**config.mk**
```make
export PLATFORM = sky130hd
export DESIGN_NAME = uart_rx_collector
export DESIGN_NICKNAME = d
export VERILOG_FILES = /design/src/rtl/uart_pkg.sv /design/src/rtl/uart_tick_counter.sv /design/src/rtl/uart_rx_collector.sv
export SDC_FILE = /design/constraint.sdc
export NUM_CORES = 1
export LEC_CHECK = 0
export BUFFER_PORTS_ARGS = -buffer_cell sky130_fd_sc_hd__buf_2
export CAP_MARGIN = 20
export CORE_ASPECT_RATIO = 0.7
export CORE_MARGIN = 5
export CORE_UTILIZATION = 45
export CTS_BUF_LIST = sky130_fd_sc_hd__clkbuf_4
export CTS_CLUSTER_DIAMETER = 40
export DETAILED_ROUTE_END_ITERATION = 12
export PLACE_DENSITY = 0.81
export SETUP_SLACK_MARGIN = 0.5
export SLEW_MARGIN = 20
export SYNTH_ARGS = -nofsm -noshare
export SYNTH_HDL_FRONTEND = slang
export SYNTH_HIERARCHICAL = 1
export SYNTH_SLANG_ARGS = --single-unit
```
**constraint.sdc**
```tcl
create_clock -name CLK -period 3.9 [get_ports CLK]
set_input_delay 0.585 -clock CLK [delete_from_list [all_inputs] [get_ports CLK]]
set_output_delay 0.585 -clock CLK [all_outputs]
set_load 0.02 [all_outputs]
```
**src/rtl/uart_pkg.sv**
```systemverilog
// Shared types and defaults for the UART receive path.
package uart_pkg;

  typedef struct packed {
    logic       ferr;
    logic [7:0] data;
  } rx_entry_t;

  typedef enum logic {
    IDLE = 1'b0,
    PUSH = 1'b1
  } rx_coll_state_t;

  localparam int OVERSAMPLE_DEF = 16;
  localparam int BREAK_BITS_DEF = 11;

endpackage

```
**src/rtl/uart_tick_counter.sv**
```systemverilog
// Saturating tick counter with terminal-count flag and one-cycle-early reach strobe.
module uart_tick_counter #(
  parameter int TERMINAL = 176
) (
  input  logic CLK,
  input  logic nRST,
  input  logic tick,
  input  logic clear,
  output logic terminal,
  output logic reach
);

  localparam int W = $clog2(TERMINAL + 1);
  localparam logic [W-1:0] TC    = W'(TERMINAL);
  localparam logic [W-1:0] TC_M1 = W'(TERMINAL - 1);

  logic [W-1:0] count;

  always_ff @(posedge CLK or negedge nRST) begin
    if (!nRST) begin
      count <= '0;
    end else if (clear) begin
      count <= '0;
    end else if (tick && (count != TC)) begin
      count <= count + 1'b1;
    end
  end

  assign terminal = (count == TC);
  // High on the tick that will land the count on TERMINAL.
  assign reach    = tick & ~clear & (count == TC_M1);

endmodule

```
**src/rtl/uart_rx_collector.sv**
```systemverilog
// RX glue between UartRxEn and the RX FIFO: byte push, error/overrun/break status.
// Optional idle-timeout detection is built when UART_RX_TIMEOUT_EN is defined.
module uart_rx_collector
  import uart_pkg::*;
#(
  parameter int OVERSAMPLE   = OVERSAMPLE_DEF,
  parameter int BREAK_BITS   = BREAK_BITS_DEF,
  parameter int TIMEOUT_BITS = 32,
  parameter int ERRCNT_W     = 8
) (
  input  logic                CLK,
  input  logic                nRST,
  input  logic                rx_en,
  input  logic                rx_in,
  input  logic                rx_done,
  input  logic                rx_err,
  input  logic [7:0]          rx_data,
  input  logic                fifo_full,
  output logic                fifo_wen,
  output logic [8:0]          fifo_wdata,
  input  logic                clear,
  output logic                overrun,
  output logic                frame_err,
  output logic [ERRCNT_W-1:0] err_count,
  output logic                line_break,
  output logic                break_pulse,
  output logic                timeout
);

  localparam int BRK_TC = BREAK_BITS * OVERSAMPLE;

  rx_coll_state_t state;
  rx_entry_t      entry;
  logic           ferr_pend;
  logic           done_q;
  logic           err_q;
  logic           push_ok;
  logic           brk_clr;
  logic           brk_reach;

  assign done_q  = rx_en & rx_done;
  assign err_q   = rx_en & rx_err;
  assign push_ok = (state == PUSH) & ~fifo_full;

  // rx_data only becomes valid in the PUSH cycle, so the write path is taken straight from it.
  always_comb begin
    entry = '0;
    if (state == PUSH) begin
      entry.ferr = ferr_pend;
      entry.data = rx_data;
    end
  end

  assign fifo_wen   = push_ok;
  assign fifo_wdata = entry;

  always_ff @(posedge CLK or negedge nRST) begin
    if (!nRST) begin
      state       <= IDLE;
      ferr_pend   <= 1'b0;
      overrun     <= 1'b0;
      frame_err   <= 1'b0;
      err_count   <= '0;
      break_pulse <= 1'b0;
    end else begin
      case (state)
        IDLE:    if (done_q) state <= PUSH;
        PUSH:    state <= IDLE;
        default: state <= IDLE;
      endcase

      // Set events take priority over clear and over the post-push release.
      if (err_q)                         ferr_pend <= 1'b1;
      else if ((state == PUSH) || clear) ferr_pend <= 1'b0;

      if ((state == PUSH) && fifo_full) overrun <= 1'b1;
      else if (clear)                   overrun <= 1'b0;

      if (err_q)      frame_err <= 1'b1;
      else if (clear) frame_err <= 1'b0;

      if (err_q) begin
        if (err_count != '1) err_count <= err_count + 1'b1;
      end else if (clear) begin
        err_count <= '0;
      end

      break_pulse <= brk_reach;
    end
  end

  assign brk_clr = clear | (rx_en & rx_in);

  uart_tick_counter #(
    .TERMINAL(BRK_TC)
  ) u_brk (
    .CLK     (CLK),
    .nRST    (nRST),
    .tick    (rx_en),
    .clear   (brk_clr),
    .terminal(line_break),
    .reach   (brk_reach)
  );

`ifdef UART_RX_TIMEOUT_EN
  localparam int TO_TC = TIMEOUT_BITS * OVERSAMPLE;

  logic to_armed;
  logic to_clr;
  logic to_term;
  logic to_reach;

  // Counter only runs while armed; line activity, new bytes or a disarm hold it at zero.
  assign to_clr = clear | done_q | (rx_en & ~rx_in) | ~to_armed | to_term;

  uart_tick_counter #(
    .TERMINAL(TO_TC)
  ) u_to (
    .CLK     (CLK),
    .nRST    (nRST),
    .tick    (rx_en),
    .clear   (to_clr),
    .terminal(to_term),
    .reach   (to_reach)
  );

  always_ff @(posedge CLK or negedge nRST) begin
    if (!nRST) begin
      to_armed <= 1'b0;
      timeout  <= 1'b0;
    end else begin
      if (push_ok)                 to_armed <= 1'b1;
      else if (to_reach || clear)  to_armed <= 1'b0;

      if (to_reach)   timeout <= 1'b1;
      else if (clear) timeout <= 1'b0;
    end
  end
`else
  assign timeout = 1'b0;
`endif

endmodule

```
==> reports/qor.yml, run 1 <==
status:
  status: "finished clean"
layout:
  nets: 182
  n_antenna_cell: 0
  area_growth_pct: 20.1
  nFillCells: 225
  layout-drive-gt1-share: 0.302
grt:
  grt_pass1_vias: 957
  grt_pass1_wl_um: 4420
  grt_max_degree: 22
  antenna_found_initial: 0
  grt.total_usage: 0.151
  overflow: 0
clock_tree:
  cts.path.max_buffers: 2
  h-tree-depth: 1
  worstSkewPairLatency_ns: 0.30
  cts_num_sinks: 21
  cts_resized: 0
  postCtsHoldBufs: 0
  cts_tree: "yes"
  post_cts_buffers: 0
  path_clk_slew_ns: 0.11
  clockRootBuffer: "clkbuf_4"
  cts_made_buffers: 3
sta:
  setup_viol: 0
  finalHoldViolCount: 0
  setup_tns_ns: 0
  drv_slew: 0
  whs_ns: 0.227
  rsz0062_at_grt: "no"
  min_period_ns: 2.11
  max_freq_mhz: 475
  skew_ns: 0.00980
  period_share: 0.540
worst_setup_path:
  required_ns: 3.31
  crit_type: "reg -> out"
  crit_fanout: 5
  end_kind: "primary output"
  crit_path_start_kind: "register"
  critPathArrivalTime_ns: 1.52
synth:
  synthArstFlopShare: 1.00
  synth_cells: 125
  synth_top_area_cell: "dfrtp_1"
  ys_seq_area_frac: 0.444
  yosys_warnings: 6
  synthesis.area_um2: 1180
  synthTopCellsByArea: "dfrtp_1 (44%), and2_1 (5.8%), a21oi_1 (3.8%)"
  ys_ff_latch: 21
  synth_commonest_cells: "dfrtp_1 (21), nand2_1 (12), and2_1 (11), nor2_1 (11), a21oi_1 (9)"
  syn-num-nets: 144
  synth-edff-count: 0
  synth_cell_type_count: 41
  synth.avg_cell_area_um2: 9.48
  synth.most_common_cell: "dfrtp_1"
  synth_top_area_frac: 0.444
  ys.flop_type: "dfrtp_1"
drt:
  wl_met3_um: 291
  drt-pass1-iter-count: 4
  wire_per_inst_um: 14.0
  drcViolationCount: 0
  drt_wl_total_um: 2750
  top_layer: "met4"
  vias: 1052
  drt_iter0_markers: 50
  ant_nets: 0
  via_per_inst: 5.37
  dr_wl_met2_um: 1220
  met1_length_um: 1220
placed_design:
  hpwl_um: 2120
  gp_congestion: 0.858
  numPortBuffers: 37
die:
  io-pin-count: 39
  fp-row-count: 15
  die_y_um: 52.9
  die-area_um2: 3780
  dieWidth_um: 71.3
  start_util: 0.475
  core_um2: 2500
power_and_ir_drop:
  peakVddDrop_uv: 171
  power_density_nw_per_um2: 281
  p_leak_uw: 0.000706
job:
  cap_viol_max_count: 0
worst_hold_path:
  min_path_type: "in -> async"
-- flip-flops by register name, summed over array words and instances (netlist names) --
register,count
frame_err,1
state,1
overrun,1
u_brk/count,8
ferr_pend,1
break_pulse,1
err_count,8
-- power by group --
group	total [uW]	leakage, uW	switching [uW]	internal (uW)
logic	58.5	0.000402	35.7	22.8
registers	232	0.000286	7.94	225
clock network	109	0.0000184	62.1	46.8
-- worst max-delay path, stage by stage, from the launching register on --
cell     delay [ns]
dfrtp_1        0.44
inv_1          0.09
ha_1           0.14
nand2_1        0.10
nor4_1         0.23
buf_2          0.23
-- routing by layer --
| layer | up-vias | GRT usage |
|---|---|---|
| met4 | 0 | 0.0469 |
| met5 | - | 0 |
| met3 | 4 | 0.0569 |
| li1 | 514 | - |
| met2 | 50 | 0.236 |
| met1 | 484 | 0.194 |
-- cell type report --
class                      instances  area [um^2]  area share
multi-input combinational         93          597       0.420
sequential                        21          526       0.369
inverter                           7         42.5      0.0299
timing repair buffer              37          185       0.130
tap                               34         42.5      0.0299
clock buffer                       4         30.0      0.0211
-- final timing paths --
| path | slack (ns) | depth (start not counted) | start | to |
|---|---|---|---|---|
| min in group CLK | 0.49 | 2 | ferr_pend$_DFFE_PN0P_ | ferr_pend$_DFFE_PN0P_ |
| max | 1.79 | 5 | u_brk/count[0]$_DFFE_PN0P_ | line_break |
| max in group asynchronous | 3.33 | 1 | nRST | err_count[1]$_DFFE_PN0P_ |
| min | 0.23 | 1 | nRST | u_brk/count[2]$_DFFE_PN0P_ |
| max reg2reg | 2.28 | 5 | err_count[0]$_DFFE_PN0P_ | err_count[0]$_DFFE_PN0P_ |
| min reg2reg | 0.49 | 2 | ferr_pend$_DFFE_PN0P_ | ferr_pend$_DFFE_PN0P_ |
-- kinds of logic (layout without fill, tap and decap cells) --
group	Yosys count	in the layout	share of synthesized area
buffers and inverters	11	48	0.0528
xor gates and xnor gates	2	2	0.0148
other	1	1	0.00316
and+or+nand+nor	59	59	0.286
DFF	21	21	0.444
AOI/OAI and AO/OA	24	24	0.129
muxes	4	4	0.0391
adders and majority gates	3	3	0.0317
-- metrics by stage --
step           utilization  cell area, um^2  power, uW  setup WS [ns]  instances
6_report             0.570             1420        400           1.79        196
5_1_grt              0.570             1420        426           1.68        196
4_1_cts              0.570             1420        406           1.79        196
3_5_place_dp         0.558             1390        295           2.14        192
3_3_place_gp         0.558             1390        293           2.24        192
2_1_floorplan            -             1180        269           2.00        125
-- placed cells by master, fill, tap and decap left out, types with 2 or more instances in the layout --
master / Yosys / routed
buf_2: 0 / 37
dfrtp_1: 21 / 21
nand2_1: 12 / 12
and2_1: 11 / 11
nor2_1: 11 / 11
a21oi_1: 9 / 9
nor3_1: 5 / 5
inv_1: 5 / 5
o21ai_0: 4 / 4
clkbuf_4: 0 / 4
nand4_1: 3 / 3
nand2b_1: 3 / 3
ha_1: 3 / 3
a21o_1: 2 / 2
a211oi_1: 2 / 2
mux2i_1: 2 / 2
nor4_1: 2 / 2
xor2_1: 2 / 2
nand3_1: 2 / 2
or3_1: 2 / 2
Note: power is estimated with default switching activity, not from simulation.
==> run 2: changes to the inputs <==
Clock period 3.9 ns to 2.05 ns, I/O delays scaled along.
==> run 2 against run 1 <==
Clock power is 94% higher. Cell area is 12% higher. Non-clock buffer count is 13 higher. First-iteration DRC count is 60% higher. Critical path type is now reg -> reg. Critical endpoint is now u_brk/count[0]$_DFFE_PN0P_. Largest cell class unchanged.
==> reports/qor.yml, run 2 (same netlist as run 1, synthesis figures left out) <==
status:
  status: "finished clean"
sta:
  max_freq_mhz: 598
  drv_slew: 0
  setup_tns_ns: 0
  min_period_ns: 1.67
  period_share: 0.816
  finalHoldViolCount: 0
  whs_ns: 0.210
  rsz0062_at_grt: "yes"
  setup_viol: 0
  skew_ns: 0.00319
drt:
  wire_per_inst_um: 14.5
  drt_iter0_markers: 80
  ant_nets: 0
  drt-pass1-iter-count: 4
  via_per_inst: 5.29
  drcViolationCount: 0
  vias: 1106
  drt_wl_total_um: 3030
grt:
  overflow: 0
  grt_pass1_vias: 1182
  grt_max_degree: 22
  grt_pass1_wl_um: 5030
  grt.total_usage: 0.170
  antenna_found_initial: 0
power_and_ir_drop:
  pwr-share-clk: 0.268
  p_sw_frac: 0.272
  p_leak_uw: 0.000769
  power_frac_comb: 0.170
  power_density_nw_per_um2: 496
  peakVddDrop_uv: 312
  seqPwrFrac: 0.562
  switchingPower_uw: 214
  intPower_uw: 574
layout:
  mostFrequentLayoutCell: "buf_2"
  n_antenna_cell: 0
  nFillCells: 212
  nets: 195
  final_cell_mix: "buf_2 (36), dfrtp_1 (19), buf_4 (12)"
  reg_top3: "err_count x8, u_brk/count x8"
  layout-drive-gt1-share: 0.406
  area_growth_pct: 34.1
  layout.cells.non_filler: 209
die:
  die_y_um: 52.9
  io-pin-count: 39
  dieWidth_um: 71.3
  die-area_um2: 3780
  start_util: 0.475
  fp-row-count: 15
  core_um2: 2500
clock_tree:
  cts_made_buffers: 3
  clockRootBuffer: "clkbuf_4"
  cts_tree: "yes"
  worstSkewPairLatency_ns: 0.31
  cts.path.max_buffers: 2
  path_clk_slew_ns: 0.11
  h-tree-depth: 1
  cts_num_sinks: 21
worst_setup_path:
  crit_slowest_cell: "o41a_1"
  crit_fanout: 2
  end_kind: "register"
  crit_path_max_incr_delay_ns: 0.42
  crit_type: "reg -> reg"
  required_ns: 2.26
  critPathArrivalTime_ns: 1.88
  crit_path_start_kind: "register"
  path_cells: "inv_2 > ha_4 > nand2_4 > buf_6 > o41a_1 > mux2_4"
placed_design:
  hpwl_um: 2050
  numPortBuffers: 37
  placed_cells: 192
  gp_congestion: 0.804
job:
  cap_viol_max_count: 0
worst_hold_path:
  min_path_type: "in -> reg"
run 2: changes by cell type in the layout (fill, tap and decap cells not counted), sizes merged:
| cell | previous run | this run |
|---|---|---|
| dlygate4sd3 | 0 | 1 |
| buf | 37 | 49 |
run 2: power groups by stage:
stage / clock, uW / sequential (uW) / combinational, uW
5_1_grt: 241 / 445 / 145
3_5_place_dp: 0 / 450 / 113
4_1_cts: 222 / 441 / 125
2_1_floorplan: 0 / 456 / 55.7
6_report: 211 / 443 / 134
3_3_place_gp: 0 / 448 / 109
run 2: cell type report:
type	instances	area (um^2)	area share
Multi-Input combinational cell	93	654	0.412
Sequential cell	21	528	0.332
Timing Repair Buffer	50	292	0.183
Inverter	7	42.5	0.0268
Tap cell	34	42.5	0.0268
Clock buffer	4	30.0	0.0189
run 2: per-stage QoR:
step | power (uW) | instance area [um^2] | utilization | setup slack, ns
after floorplan | 512 | 1190 | - | 0.528
after global placement | 558 | 1400 | 0.560 | 0.514
after detailed placement | 563 | 1400 | 0.560 | 0.494
after CTS | 788 | 1520 | 0.610 | 0.354
after global routing | 832 | 1590 | 0.637 | 0.300
final | 788 | 1590 | 0.637 | 0.378
run 2: final timing paths:
check | end | cells after the start | startpoint | slack, ns
min | state$_DFF_PN0_ | 3 | rx_done | 0.21
max | u_brk/count[0]$_DFFE_PN0P_ | 6 | u_brk/count[0]$_DFFE_PN0P_ | 0.38
min reg2reg | ferr_pend$_DFFE_PN0P_ | 2 | ferr_pend$_DFFE_PN0P_ | 0.52
max in group asynchronous | u_brk/count[2]$_DFFE_PN0P_ | 2 | nRST | 1.18
min in group asynchronous | err_count[5]$_DFFE_PN0P_ | 2 | nRST | 0.50
max reg2reg | u_brk/count[0]$_DFFE_PN0P_ | 6 | u_brk/count[0]$_DFFE_PN0P_ | 0.38
run 2: what timing repair did:
action                                 4_1_cts  5_1_grt
pin swaps                                    3        4
endpoints found under the hold margin       21        0
gates resized for setup                      8        7
setup endpoints to repair                    3       20
buffers inserted                             7        5
hold buffers                                 1        0
run 2: per-layer routing:
layer  GRT usage  up-vias  part of all wire
met5           0        -                 0
met4      0.0531        0             0.018
met3      0.0417        4             0.059
met2       0.303       43              0.46
met1       0.203      521              0.46
li1            -      538                 -
run 2: critical path, delay by kind of cell, from the launching register on:
kind / cells / cell delay [ns]
flip-flops: 1 / 0.41
AND/OR/NAND/NOR: 1 / 0.06
buffers and inverters: 2 / 0.22
adder cells (fa/ha/maj): 1 / 0.15
multiplexers: 1 / 0.32
AO/OA/AOI/OAI: 1 / 0.42
